### config.mk
export PLATFORM = sky130hd
export DESIGN_NAME = mem_req_arbiter
export DESIGN_NICKNAME = d
export VERILOG_FILES = /design/src/rtl/mem_arctec_pkg.sv /design/src/rtl/rr_pick.sv /design/src/rtl/mem_req_arbiter.sv
export SDC_FILE = /design/constraint.sdc
export NUM_CORES = 1
export LEC_CHECK = 0
export CAP_MARGIN = 20
export CORE_MARGIN = 2
export CORE_UTILIZATION = 43
export DETAILED_ROUTE_END_ITERATION = 10
export HOLD_SLACK_MARGIN = 0.12
export PLACE_DENSITY = 0.78
export SKIP_CTS_REPAIR_TIMING = 1
export SKIP_LAST_GASP = 1
export SLEW_MARGIN = 20
export SYNTH_ARGS = -nofsm -noshare
export SYNTH_HDL_FRONTEND = slang
export SYNTH_SLANG_ARGS = --single-unit
### constraint.sdc
create_clock -name clk -period 1.8 [get_ports clk]
set_input_delay 0.45 -clock clk [delete_from_list [all_inputs] [get_ports clk]]
set_output_delay 0.45 -clock clk [all_outputs]
set_load 0.01 [all_outputs]
### src/rtl/mem_arctec_pkg.sv
`default_nettype none
// ============================================================================
// Module   : mem_arctec_pkg
// Purpose  : Shared definitions for the memory request arbiter family:
//            FSM state encoding, default address width, statistics counter
//            width and the requester-ID width helper.
// Ports    : none (package)
// Revision : 1.0 - initial release
// ============================================================================
package mem_arctec_pkg;

    // Default address width, matching the CPU trace address width.
    localparam int ADDR_W_DEFAULT = 11;

    // Width of each per-requester statistics counter.
    localparam int STAT_W = 16;

    // Arbiter state encoding.
    typedef enum logic [1:0] {
        ST_IDLE  = 2'd0,
        ST_ISSUE = 2'd1,
        ST_WAIT  = 2'd2
    } state_t;

    // Requester ID width: clog2 of the requester count, never below one bit
    // so a single-requester build still has a legal mem_id port.
    function automatic int id_width(input int n);
        return (n > 1) ? $clog2(n) : 1;
    endfunction

endpackage
`default_nettype wire

### src/rtl/rr_pick.sv
`default_nettype none
// ============================================================================
// Module   : rr_pick
// Purpose  : Combinational round-robin picker. Grants the first set request
//            bit strictly after the pointer, wrapping cyclically.
// Ports    : req         in  NUM_REQ  request vector
//            ptr         in  PTR_W    index of the most recent winner
//            grant       out NUM_REQ  one-hot grant (zero when no request)
//            grant_valid out 1        at least one request is present
// Revision : 1.0 - initial release
// ============================================================================
module rr_pick
    import mem_arctec_pkg::*;
#(
    parameter int NUM_REQ = 2,
    parameter int PTR_W   = id_width(NUM_REQ)
) (
    input  logic [NUM_REQ-1:0] req,
    input  logic [PTR_W-1:0]   ptr,
    output logic [NUM_REQ-1:0] grant,
    output logic               grant_valid
);

    logic [NUM_REQ-1:0] w_above;
    logic [NUM_REQ-1:0] w_masked;
    logic [NUM_REQ-1:0] w_pool;

    // Mark positions that come after the pointer in plain index order.
    for (genvar k = 0; k < NUM_REQ; k++) begin : g_mask
        assign w_above[k] = (PTR_W'(k) > ptr);
    end

    // Requests above the pointer win first; if none, the search wraps and
    // the lowest-indexed request wins. Isolating the lowest set bit of the
    // chosen pool gives the cyclic "first at or after ptr+1" result.
    assign w_masked    = req & w_above;
    assign w_pool      = (|w_masked) ? w_masked : req;
    assign grant       = w_pool & (~w_pool + NUM_REQ'(1));
    assign grant_valid = |req;

endmodule
`default_nettype wire

### src/rtl/mem_req_arbiter.sv
`default_nettype none
// ============================================================================
// Module   : mem_req_arbiter
// Purpose  : Round-robin arbiter sharing one cache request port among
//            NUM_REQ trace-driven CPU address sources, with exactly one
//            transaction outstanding and a response timeout.
// Ports    : clk, reset (async, active high)
//            req_valid/req_addr/req_ready    requester handshake
//            resp_valid/resp_hit             response back to requester
//            mem_valid/mem_addr/mem_id/mem_ready   cache request
//            mem_resp_valid/mem_resp_hit     cache response
//            busy, timeout_err (sticky)
//            stat_grants/stat_hits           only with MEM_ARB_STATS_EN
// Options  : `define MEM_ARB_STATS_EN adds saturating per-requester grant
//            and hit counters.
// Revision : 1.0 - initial release
// ============================================================================
module mem_req_arbiter
    import mem_arctec_pkg::*;
#(
    parameter  int NUM_REQ = 2,
    parameter  int ADDR_W  = ADDR_W_DEFAULT,
    parameter  int TIMEOUT = 64,
    localparam int ID_W    = id_width(NUM_REQ)
) (
    input  logic                      clk,
    input  logic                      reset,
    input  logic [NUM_REQ-1:0]        req_valid,
    input  logic [NUM_REQ*ADDR_W-1:0] req_addr,
    output logic [NUM_REQ-1:0]        req_ready,
    output logic [NUM_REQ-1:0]        resp_valid,
    output logic                      resp_hit,
    output logic                      mem_valid,
    output logic [ADDR_W-1:0]         mem_addr,
    output logic [ID_W-1:0]           mem_id,
    input  logic                      mem_ready,
    input  logic                      mem_resp_valid,
    input  logic                      mem_resp_hit,
    output logic                      busy,
    output logic                      timeout_err
`ifdef MEM_ARB_STATS_EN
    ,
    output logic [NUM_REQ*STAT_W-1:0] stat_grants,
    output logic [NUM_REQ*STAT_W-1:0] stat_hits
`endif
);

    localparam int              CNT_W    = $clog2(TIMEOUT);
    localparam logic [CNT_W-1:0] CNT_LAST = CNT_W'(TIMEOUT - 1);

    state_t              r_state;
    logic [ID_W-1:0]     r_rr_ptr;
    logic [ADDR_W-1:0]   r_mem_addr;
    logic [ID_W-1:0]     r_mem_id;
    logic                r_mem_valid;
    logic [NUM_REQ-1:0]  r_resp_valid;
    logic                r_resp_hit;
    logic [CNT_W-1:0]    r_cnt;
    logic                r_timeout_err;

    logic [NUM_REQ-1:0]  w_grant;
    logic                w_grant_valid;
    logic [ID_W-1:0]     w_gnt_id;
    logic [ADDR_W-1:0]   w_gnt_addr;
    logic [NUM_REQ-1:0]  w_req_hs;

    rr_pick #(
        .NUM_REQ (NUM_REQ),
        .PTR_W   (ID_W)
    ) u_rr_pick (
        .req         (req_valid),
        .ptr         (r_rr_ptr),
        .grant       (w_grant),
        .grant_valid (w_grant_valid)
    );

    // Encode the one-hot grant into an index and select its address.
    always_comb begin
        w_gnt_id   = '0;
        w_gnt_addr = '0;
        for (int k = 0; k < NUM_REQ; k++) begin
            if (w_grant[k]) begin
                w_gnt_id   = ID_W'(k);
                w_gnt_addr = req_addr[k*ADDR_W +: ADDR_W];
            end
        end
    end

    // Acceptance is offered only while idle; the grant already implies the
    // matching req_valid bit, so ready and handshake coincide.
    assign req_ready = (r_state == ST_IDLE) ? w_grant : '0;
    assign w_req_hs  = req_ready & req_valid;

    always_ff @(posedge clk or posedge reset) begin
        if (reset) begin
            r_state       <= ST_IDLE;
            r_rr_ptr      <= ID_W'(NUM_REQ - 1);
            r_mem_addr    <= '0;
            r_mem_id      <= '0;
            r_mem_valid   <= 1'b0;
            r_resp_valid  <= '0;
            r_resp_hit    <= 1'b0;
            r_cnt         <= '0;
            r_timeout_err <= 1'b0;
        end else begin
            // Response outputs are single-cycle pulses.
            r_resp_valid <= '0;
            r_resp_hit   <= 1'b0;
            case (r_state)
                ST_IDLE: begin
                    if (w_grant_valid) begin
                        r_mem_addr  <= w_gnt_addr;
                        r_mem_id    <= w_gnt_id;
                        r_rr_ptr    <= w_gnt_id;
                        r_mem_valid <= 1'b1;
                        r_state     <= ST_ISSUE;
                    end
                end
                ST_ISSUE: begin
                    // Any cache response here is stale and deliberately ignored.
                    if (mem_ready) begin
                        r_mem_valid <= 1'b0;
                        r_cnt       <= '0;
                        r_state     <= ST_WAIT;
                    end
                end
                ST_WAIT: begin
                    // A response on the expiry cycle still counts as a response.
                    if (mem_resp_valid) begin
                        r_resp_valid <= NUM_REQ'(1) << r_mem_id;
                        r_resp_hit   <= mem_resp_hit;
                        r_state      <= ST_IDLE;
                    end else if (r_cnt == CNT_LAST) begin
                        r_timeout_err <= 1'b1;
                        r_state       <= ST_IDLE;
                    end else begin
                        r_cnt <= r_cnt + CNT_W'(1);
                    end
                end
                default: begin
                    r_state     <= ST_IDLE;
                    r_mem_valid <= 1'b0;
                end
            endcase
        end
    end

    assign resp_valid  = r_resp_valid;
    assign resp_hit    = r_resp_hit;
    assign mem_valid   = r_mem_valid;
    assign mem_addr    = r_mem_addr;
    assign mem_id      = r_mem_id;
    assign busy        = (r_state != ST_IDLE);
    assign timeout_err = r_timeout_err;

`ifdef MEM_ARB_STATS_EN
    // Per-requester saturating counters; hits are counted on the outgoing
    // response pulse so they follow exactly what the requester observes.
    for (genvar k = 0; k < NUM_REQ; k++) begin : g_stats
        logic [STAT_W-1:0] r_grants;
        logic [STAT_W-1:0] r_hits;

        always_ff @(posedge clk or posedge reset) begin
            if (reset) begin
                r_grants <= '0;
                r_hits   <= '0;
            end else begin
                if (w_req_hs[k] && (r_grants != '1)) begin
                    r_grants <= r_grants + STAT_W'(1);
                end
                if (r_resp_valid[k] && r_resp_hit && (r_hits != '1)) begin
                    r_hits <= r_hits + STAT_W'(1);
                end
            end
        end

        assign stat_grants[k*STAT_W +: STAT_W] = r_grants;
        assign stat_hits[k*STAT_W +: STAT_W]   = r_hits;
    end
`else
    // Handshake vector only feeds the statistics counters.
    logic w_unused_hs;
    assign w_unused_hs = |w_req_hs;
`endif

endmodule
`default_nettype wire

Yosys cells after proc, flatten, opt, wreduce, memory -nomap -nowiden --
Cells that the tools add are included.
Word-level totals: register bits after elaboration 26, input bits 29, output and inout port bits 20, word-level logic and storage cells 58
Operators by class: add/subtract/negate cells 2, magnitude comparators 2, equality and inequality tests 8, shifts and indexed selects 1, mux-type cells 21, bitwise logic cells 5, reductions and logical operators 10
Operator list (number):
- $mux 11 | 2
- $mux 6 | 3
- $mux 2 | 8
- $pmux 6 s2 | 1
- $reduce_and 3->1 | 3
- $add 6x1->6 const B | 1
- $eq 6x6->1 const B | 1
- $ne 2x2->1 const B | 3
- $pmux 2 s3 | 1
- $mux 1 | 5
- $and 2x2->2 | 2
- $reduce_and 4->1 | 1
- $reduce_bool 2->1 | 2
- $reduce_or 2->1 | 2
- $ne 3x3->1 const B | 1
- $pmux 1 s3 | 1
- $add 2x1->2 const B | 1
- $eq 2x1->1 const B | 1
- $eq 2x2->1 const B | 1
- $gt 1x1->1 const A | 2
- $logic_not 2->1 | 1
- $ne 2x1->1 const B | 1
- $not 1->1 | 2
- $not 2->2 | 1
- 2 further kinds | 2

Logic depth before layout (Yosys ltp) --
depth after elaboration 9, depth in mapped cells 5, depth with buffers taken out 5

Cells and area by module --
From an unflattened synthesis, not the netlist that was laid out.
Unflattened totals: cells, all modules 129, area total of the unflattened synthesis 1231.2 um^2
Modules (own cells, without submodules):
- mem_req_arbiter | times used 1, cells an instance 125, area each 1206.2 um^2, seq. area each 651.9 um^2
- rr_pick | times used 1, cells an instance 4, area each 25.0 um^2, seq. area each 0.0 um^2

Worst setup path before layout --
OpenSTA, ideal clock, no wires.
path kind register to output, start register r_rr_ptr, end output req_ready[0], data arrival time 1.075 ns, required time 1.350 ns, setup slack 0.275 ns, stages on the path, launching flop included 4, buffers on the path 1, cells stage by stage dfstp_2 -> o21ai_0 -> buf_2 -> nor2_1
On the way: cells in the longest elaborated chain, start to end 8, elaborated cells between the ends (all ways) 9, classes of those cells add/sub (1); order compare (2); mux (2); bitwise (3); reduce/logical (1)
RTL lines:
- start: declaration | RTL line mem_req_arbiter.sv:52 | logic [ID_W-1:0] r_rr_ptr;
- start signal: assignment | RTL line mem_req_arbiter.sv:97 | r_rr_ptr <= ID_W'(NUM_REQ - 1);
- start signal: assignment | RTL line mem_req_arbiter.sv:114 | r_rr_ptr <= w_gnt_id;
- $gt 1x1->1 | RTL line rr_pick.sv:30 | assign w_above[k] = (PTR_W'(k) > ptr);
- $and 2x2->2 * | RTL line rr_pick.sv:36 | assign w_masked = req & w_above;
- $reduce_or 2->1 | RTL line rr_pick.sv:37 | assign w_pool = (|w_masked) ? w_masked : req;
- $mux 2 * | RTL line rr_pick.sv:37
- $not 2->2 | RTL line rr_pick.sv:38 | assign grant = w_pool & (~w_pool + NUM_REQ'(1));
- $add 2x1->2 | RTL line rr_pick.sv:38
- $and 2x2->2 * | RTL line rr_pick.sv:38
- $mux 2 * | RTL line mem_req_arbiter.sv:91 | assign req_ready = (r_state == ST_IDLE) ? w_grant : '0;
- end: declaration | RTL line mem_req_arbiter.sv:30 | output logic [NUM_REQ-1:0] req_ready,
Every way passes the cells marked *; elsewhere a longest branch is shown, timed or not.

Final worst setup path --
start input req_valid[1], end output req_ready[1]
On the way: cells in the longest elaborated chain, start to end 7
RTL lines:
- start: declaration | RTL line mem_req_arbiter.sv:28 | input logic [NUM_REQ-1:0] req_valid,
- $and 2x2->2 | RTL line rr_pick.sv:36
- $reduce_or 2->1 | RTL line rr_pick.sv:37
- $mux 2 * | RTL line rr_pick.sv:37
- $not 2->2 | RTL line rr_pick.sv:38
- $add 2x1->2 | RTL line rr_pick.sv:38
- $and 2x2->2 * | RTL line rr_pick.sv:38
- $mux 2 * | RTL line mem_req_arbiter.sv:91
Marks and branches as above.

==> flow_summary_export.csv <==
group,metric,value,unit
run_status,status,"finished with violations",
run_status,failed_checks,"design-rule violations, negative setup slack",
layout,final_layout_size_suffix_gt1_share,18.4,%
layout,fill_cells,222,
synth,synthCells,125,
timing,final-hold-violation-count,0,
global_routing,gr-total-overflow,0,
timing,fmax,534,MHz
global_routing,grt_max_degree,27,
timing,post-route-min-period,1870,ps
synth,synth_top_family_by_area,"simple AND/OR/NAND/NOR gates",
route,first_pass_iters,7,
worst_setup_path,critical_path_class,"in2out",
layout,layout.nets,221,
synth,ys_seq_area_share,50.8,%
timing,hold_ws,442,ps
timing,setup_viol,2,
layout,synthToLayoutAreaGrowth,52.1,%
timing,tightest_slew,424,ps
route,wl_per_cell,13.4,um
synth,async_reset_ff_share,100,%
global_routing,grt_usage,19.5,%
timing,slew_viol_final,0,
placed_design,gp_congestion,0.832,
cts,clock-sinks,26,
synth,syn-num-nets,155,
placed_design,place_hpwl,2320,um
worst_setup_path,crit_path_start_kind,"primary input",
cts,clock-root-buffer,"clkbuf_4",
placed_design,port_buffers,48,
synth,synth-compound-area-share,18.5,%
route,detail_route.vias_per_cell,5.09,
worst_setup_path,critical_path.max_fanout,2,
synth,yosys.cell_types.count,29,
synth,ys.flop_type,"dfrtp_1",
timing,slew_headroom,71.6,%
synth,muxShareOfSynthArea,7.12,%
floorplan,dieArea,3440,sq um
global_routing,antenna_found_initial,0,
route,drt_iter0_drc,36,
global_routing,grt_pass1_wl,5050,um
cts,cts_buffers,3,
power,leakage,0.941,nW
synth,yosys.area_share.simple,19.8,%
synth,synth_edf_count,0,
run,cap_violations,0,
global_routing,grt_pass1_vias,1137,
synth,ys_warn_count,0,
floorplan,ios,49,
floorplan,row_count,19,
route,drt-total-wl,2960,um
min_path,holdCritPathClass,"in2async",
placed_design,place_ws,-598,ps
timing,rsz0062_at_grt,"true",
synth,synth_xor_area_share,0,%
floorplan,die_w,58.6,um
power,ir_drop,0.839,mV
cts,cts_tree,"done",
timing,period_share,104,%
power,power.density,1250,nW/um^2
cts,cts_htree_levels,1,
layout,final_util,69.5,%
synth,netlist_area,1280,sq um
floorplan,core_region_area,2810,sq um
power,p_total,2.44,mW
worst_setup_path,crit_arrival,1420,ps
timing,finalClockSkew,11.3,ps
timing,layout_setup_ws,-71.8,ps
cts,clk_pin_slew,140,ps
route,remaining_drc_errors,3,
route,ant_nets,0,
worst_setup_path,worstRegToRegCells,5,
worst_setup_path,endpoint_kind,"output port",
floorplan,initial_core_util,45.7,%
floorplan,fp.dieH,58.6,um
layout,diodes,0,
synth,synth-adder-area-share,0.976,%
synth,syn_avg_cell_area,10.3,sq um
cts,clockBufferDepth,2,
cts,clk_latency,340,ps
synth,synth.ff_latch_count,26,
route,num_vias,1124,
worst_setup_path,worst_ep_required_time,1350,ps
## layout by cell type, fill, tap and decap left out, types with 2 or more instances in the layout
master,n
dfrtp_1,25
o21ai_0,15
a21oi_1,3
clkdlybuf4s50_1,44
a22o_1,3
o21ai_1,2
nand2_1,20
a21o_1,5
nor2_1,4
dlymetal6s2s_1,2
clkbuf_4,3
mux2i_1,8
nand3_1,2
buf_4,15
and2_1,10
or2_2,2
and3_1,2
inv_1,6
## stage by stage
stage | area (sq um) | TNS, ps | cells
after detailed placement | 1890 | -2610 | 214
final | 1950 | -131 | 221
after global placement | 1890 | -2170 | 214
after CTS | 1920 | -1290 | 218
after global routing | 1950 | -253 | 221
after floorplan | 1280 | 0 | 125
## worst paths after layout
| check | start | slack [ps] | to |
|---|---|---|---|
| max in group asynchronous | reset | 1070 | r_rr_ptr$_DFFE_PP1P_ |
| worst max register to register | r_state[1]$_DFFE_PP0P_ | 190 | r_cnt[5]$_DFFE_PP0P_ |
| worst max-delay path | req_valid[1] | -70 | req_ready[1] |
| worst min register to register | mem_id$_DFFE_PP0P_ | 480 | resp_valid[0]$_DFF_PP0_ |
| min in group clk | mem_id$_DFFE_PP0P_ | 480 | resp_valid[0]$_DFF_PP0_ |
| worst min-delay path | reset | 440 | resp_valid[0]$_DFF_PP0_ |
## flip-flops by register name, summed over array words and instances, names as in the netlist
name         cells
mem_addr        11
mem_id           1
mem_valid        1
r_cnt            6
r_rr_ptr         1
r_state          2
resp_hit         1
resp_valid       2
timeout_err      1
## worst max-delay path, stage by stage
cell and delay [ps]:
clkdlybuf4s50_1 490, inv_1 90, a2111oi_4 210, buf_2 190
## Yosys cell counts, types with 2 or more instances
master | number | share of area, %
mux2i_1 | 8 | 6.2
or2_2 | 2 | 0.98
and2_1 | 10 | 4.9
nand3_1 | 2 | 0.78
o21ai_0 | 17 | 6.6
inv_1 | 6 | 1.8
nor2_1 | 5 | 1.5
a21o_1 | 5 | 2.9
dfrtp_1 | 25 | 49
clkbuf_1 | 2 | 0.59
a22o_1 | 3 | 2.0
and3_1 | 2 | 0.98
a21oi_1 | 3 | 1.2
nand2_1 | 20 | 5.9
## area by class of cell
class,instances,area (sq um),area share (%)
Multi-Input combinational cell,90,602,30.9
Clock buffer,4,36.3,1.86
Tap cell,31,38.8,1.99
Sequential cell,26,652,33.4
Timing Repair Buffer,64,599,30.7
Inverter,6,22.5,1.15
## layer usage
| layer | vias to the layer above | wire [um] | track usage, % |
|---|---|---|---|
| met4 | 0 | 72 | 8.44 |
| li1 | 560 | - | - |
| met1 | 520 | 1280 | 23.9 |
| met5 | - | 0 | 0 |
| met2 | 37 | 1380 | 32.3 |
| met3 | 7 | 224 | 5.49 |
## cell families after synthesis
| kind of cell | Yosys count |
|---|---|
| AND/OR/NAND/NOR | 47 |
| AO/OA/AOI/OAI | 33 |
| flip-flops | 26 |
| buffers and inverters | 9 |
| multiplexers | 9 |
| adder cells (fa/ha/maj) | 1 |
## power by group
group	internal [mW]	total [mW]	switching [mW]
Sequential	0.772	0.895	0.123
Clock	0.124	0.301	0.177
Combinational	0.705	1.24	0.537
Note: power is estimated with default switching activity, not from simulation.
==> patch: new RTL, same flow settings <==
Encoding of `state_t`: now one-hot (3 bits for 3 states).
--- a/src/rtl/mem_arctec_pkg.sv
+++ b/src/rtl/mem_arctec_pkg.sv
@@ -18,6 +18,6 @@
     // Arbiter state encoding.
-    typedef enum logic [1:0] {
-        ST_IDLE  = 2'd0,
-        ST_ISSUE = 2'd1,
-        ST_WAIT  = 2'd2
+    typedef enum logic [2:0] {
+        ST_IDLE  = 3'b001,
+        ST_ISSUE = 3'b010,
+        ST_WAIT  = 3'b100
     } state_t;
Check against the original RTL: same outputs for any inputs over 10 cycles, from zero or initial values and one cycle with reset high; not proved beyond that.
==> patch against the original RTL <==
- the run ends with negative setup slack left
- setup slack lost 0.19 ns
- clock skew shrank 0.0014 ns
- design area up 3.6%
- register-to-register slack worse by 0.12 ns
- total power rose by 0.49%
- final cell count rose by 8.6%
- routed wire length is 4.1% higher
- sequential cell count is 1 higher
- die area grew 6.6%
- sequential power increased by 12%
- synthesized area rose by 7.1%
- largest cell class unchanged
==> patch: results (changes against the original RTL) <==
[outcome]
run_status=finished with violations
violations=negative setup slack

[critical_path]
r2r_end=r_cnt[0]
crit_fanout=5  ; +3
critical-path-slowest-cell=dfstp_2
rrSetupSlack_ns=0.07  ; -0.12 ns
r2r-start=r_cnt[1]
slowest_delay_ns=0.55  ; +0.06 ns

[global_routing]
first_global_vias=1191  ; +4.7%
grt_pass1_wl_mm=4.99  ; -1.2%
grt_max_degree=28  ; +3.7%
track_usage=0.180  ; -0.0153

[timing]
timing.final.ws_setup_ns=-0.260  ; -0.188 ns
setup_viol=3  ; +1
relSlewSlack=0.753  ; +0.0369
fin_tns_setup_ns=-0.511  ; -0.379 ns
clock-skew-final_ns=0.00988  ; -0.00144 ns

[finish]
fin_nets=227  ; +2.7%
design_area_um2=2020  ; +3.6%
fillCellCount=256  ; +15%
drive_gt1_frac=0.148  ; -0.0363

[place]
hpwl_mm=2.37  ; +2.0%
place_ws_ns=-0.440  ; +0.158 ns
place.gp.congestion=0.741  ; -11%

[synth]
yosysSeqAreaShare=0.494  ; -0.0147
yosys-top-cells-area=dfrtp_1 46%, mux2i_1 8.7%, and2_1 4.6%
synth_commonest_cells=25 x dfrtp_1, 16 x nand2_1, 12 x mux2i_1

[route]
wl_per_cell_um=12.8  ; -4.1%
first_pass_iters=4  ; -3
drtIter0Drc=82  ; +130%
vias_per_cell=4.97  ; -2.3%

## patch: power breakdown
group | internal [W] | switching, W | leakage [nW]
Clock | 0.0000864 | 0.000169 | 0.0150
Combinational | 0.000675 | 0.000519 | 0.590
Sequential | 0.000835 | 0.000165 | 0.351
## patch: final cells by class
class | instances | area (um2) | area share
sequential | 27 | 678 | 0.336
inverter | 6 | 22.5 | 0.0111
timing repair buffer | 63 | 598 | 0.296
multi-input combinational | 96 | 641 | 0.317
tap | 44 | 55.1 | 0.0272
clock buffer | 4 | 26.3 | 0.0130
## patch: metal layers
metal / wire, um / track usage
met2: 1570 / 0.332
met5: 0 / 0
met3: 218 / 0.0512
met4: 17 / 0.0497
met1: 1280 / 0.202
## patch: per-stage QoR
step | cells | power [W]
finish | 240 | 0.00245
global route | 240 | 0.00263
CTS | 239 | 0.00245
detailed placement | 235 | 0.00219
global placement | 235 | 0.00215
floorplan | 137 | 0.00159
## patch: worst min path at each step
stage                     slack, ns            end  startpoint
after floorplan                0.47     r_state[1]  r_state[2]
after global placement         0.45  resp_valid[0]      mem_id
after detailed placement       0.47  resp_valid[0]      mem_id
after CTS                      0.48     r_state[1]       reset
after global routing           0.48      mem_valid       reset
final                          0.47       r_cnt[4]       reset
## patch: critical path, delay by kind of cell, from the launching register on
family | cells | cell delay, ns
buf+inv | 1 | 0.17
compound gates | 1 | 0.19
flops | 1 | 0.55
simple gates | 1 | 0.40
## patch: kinds of logic (layout without fill, tap and decap cells)
family                     count (synthesis)  in the layout  share of synthesized area
and+or+nand+nor                           54             54                      0.205
DFF                                       27             27                      0.494
buffers and inverters                     14             73                     0.0510
muxes                                     13             13                     0.0984
adders and majority gates                  1              1                    0.00911
AOI/OAI and AO/OA                         28             28                      0.143
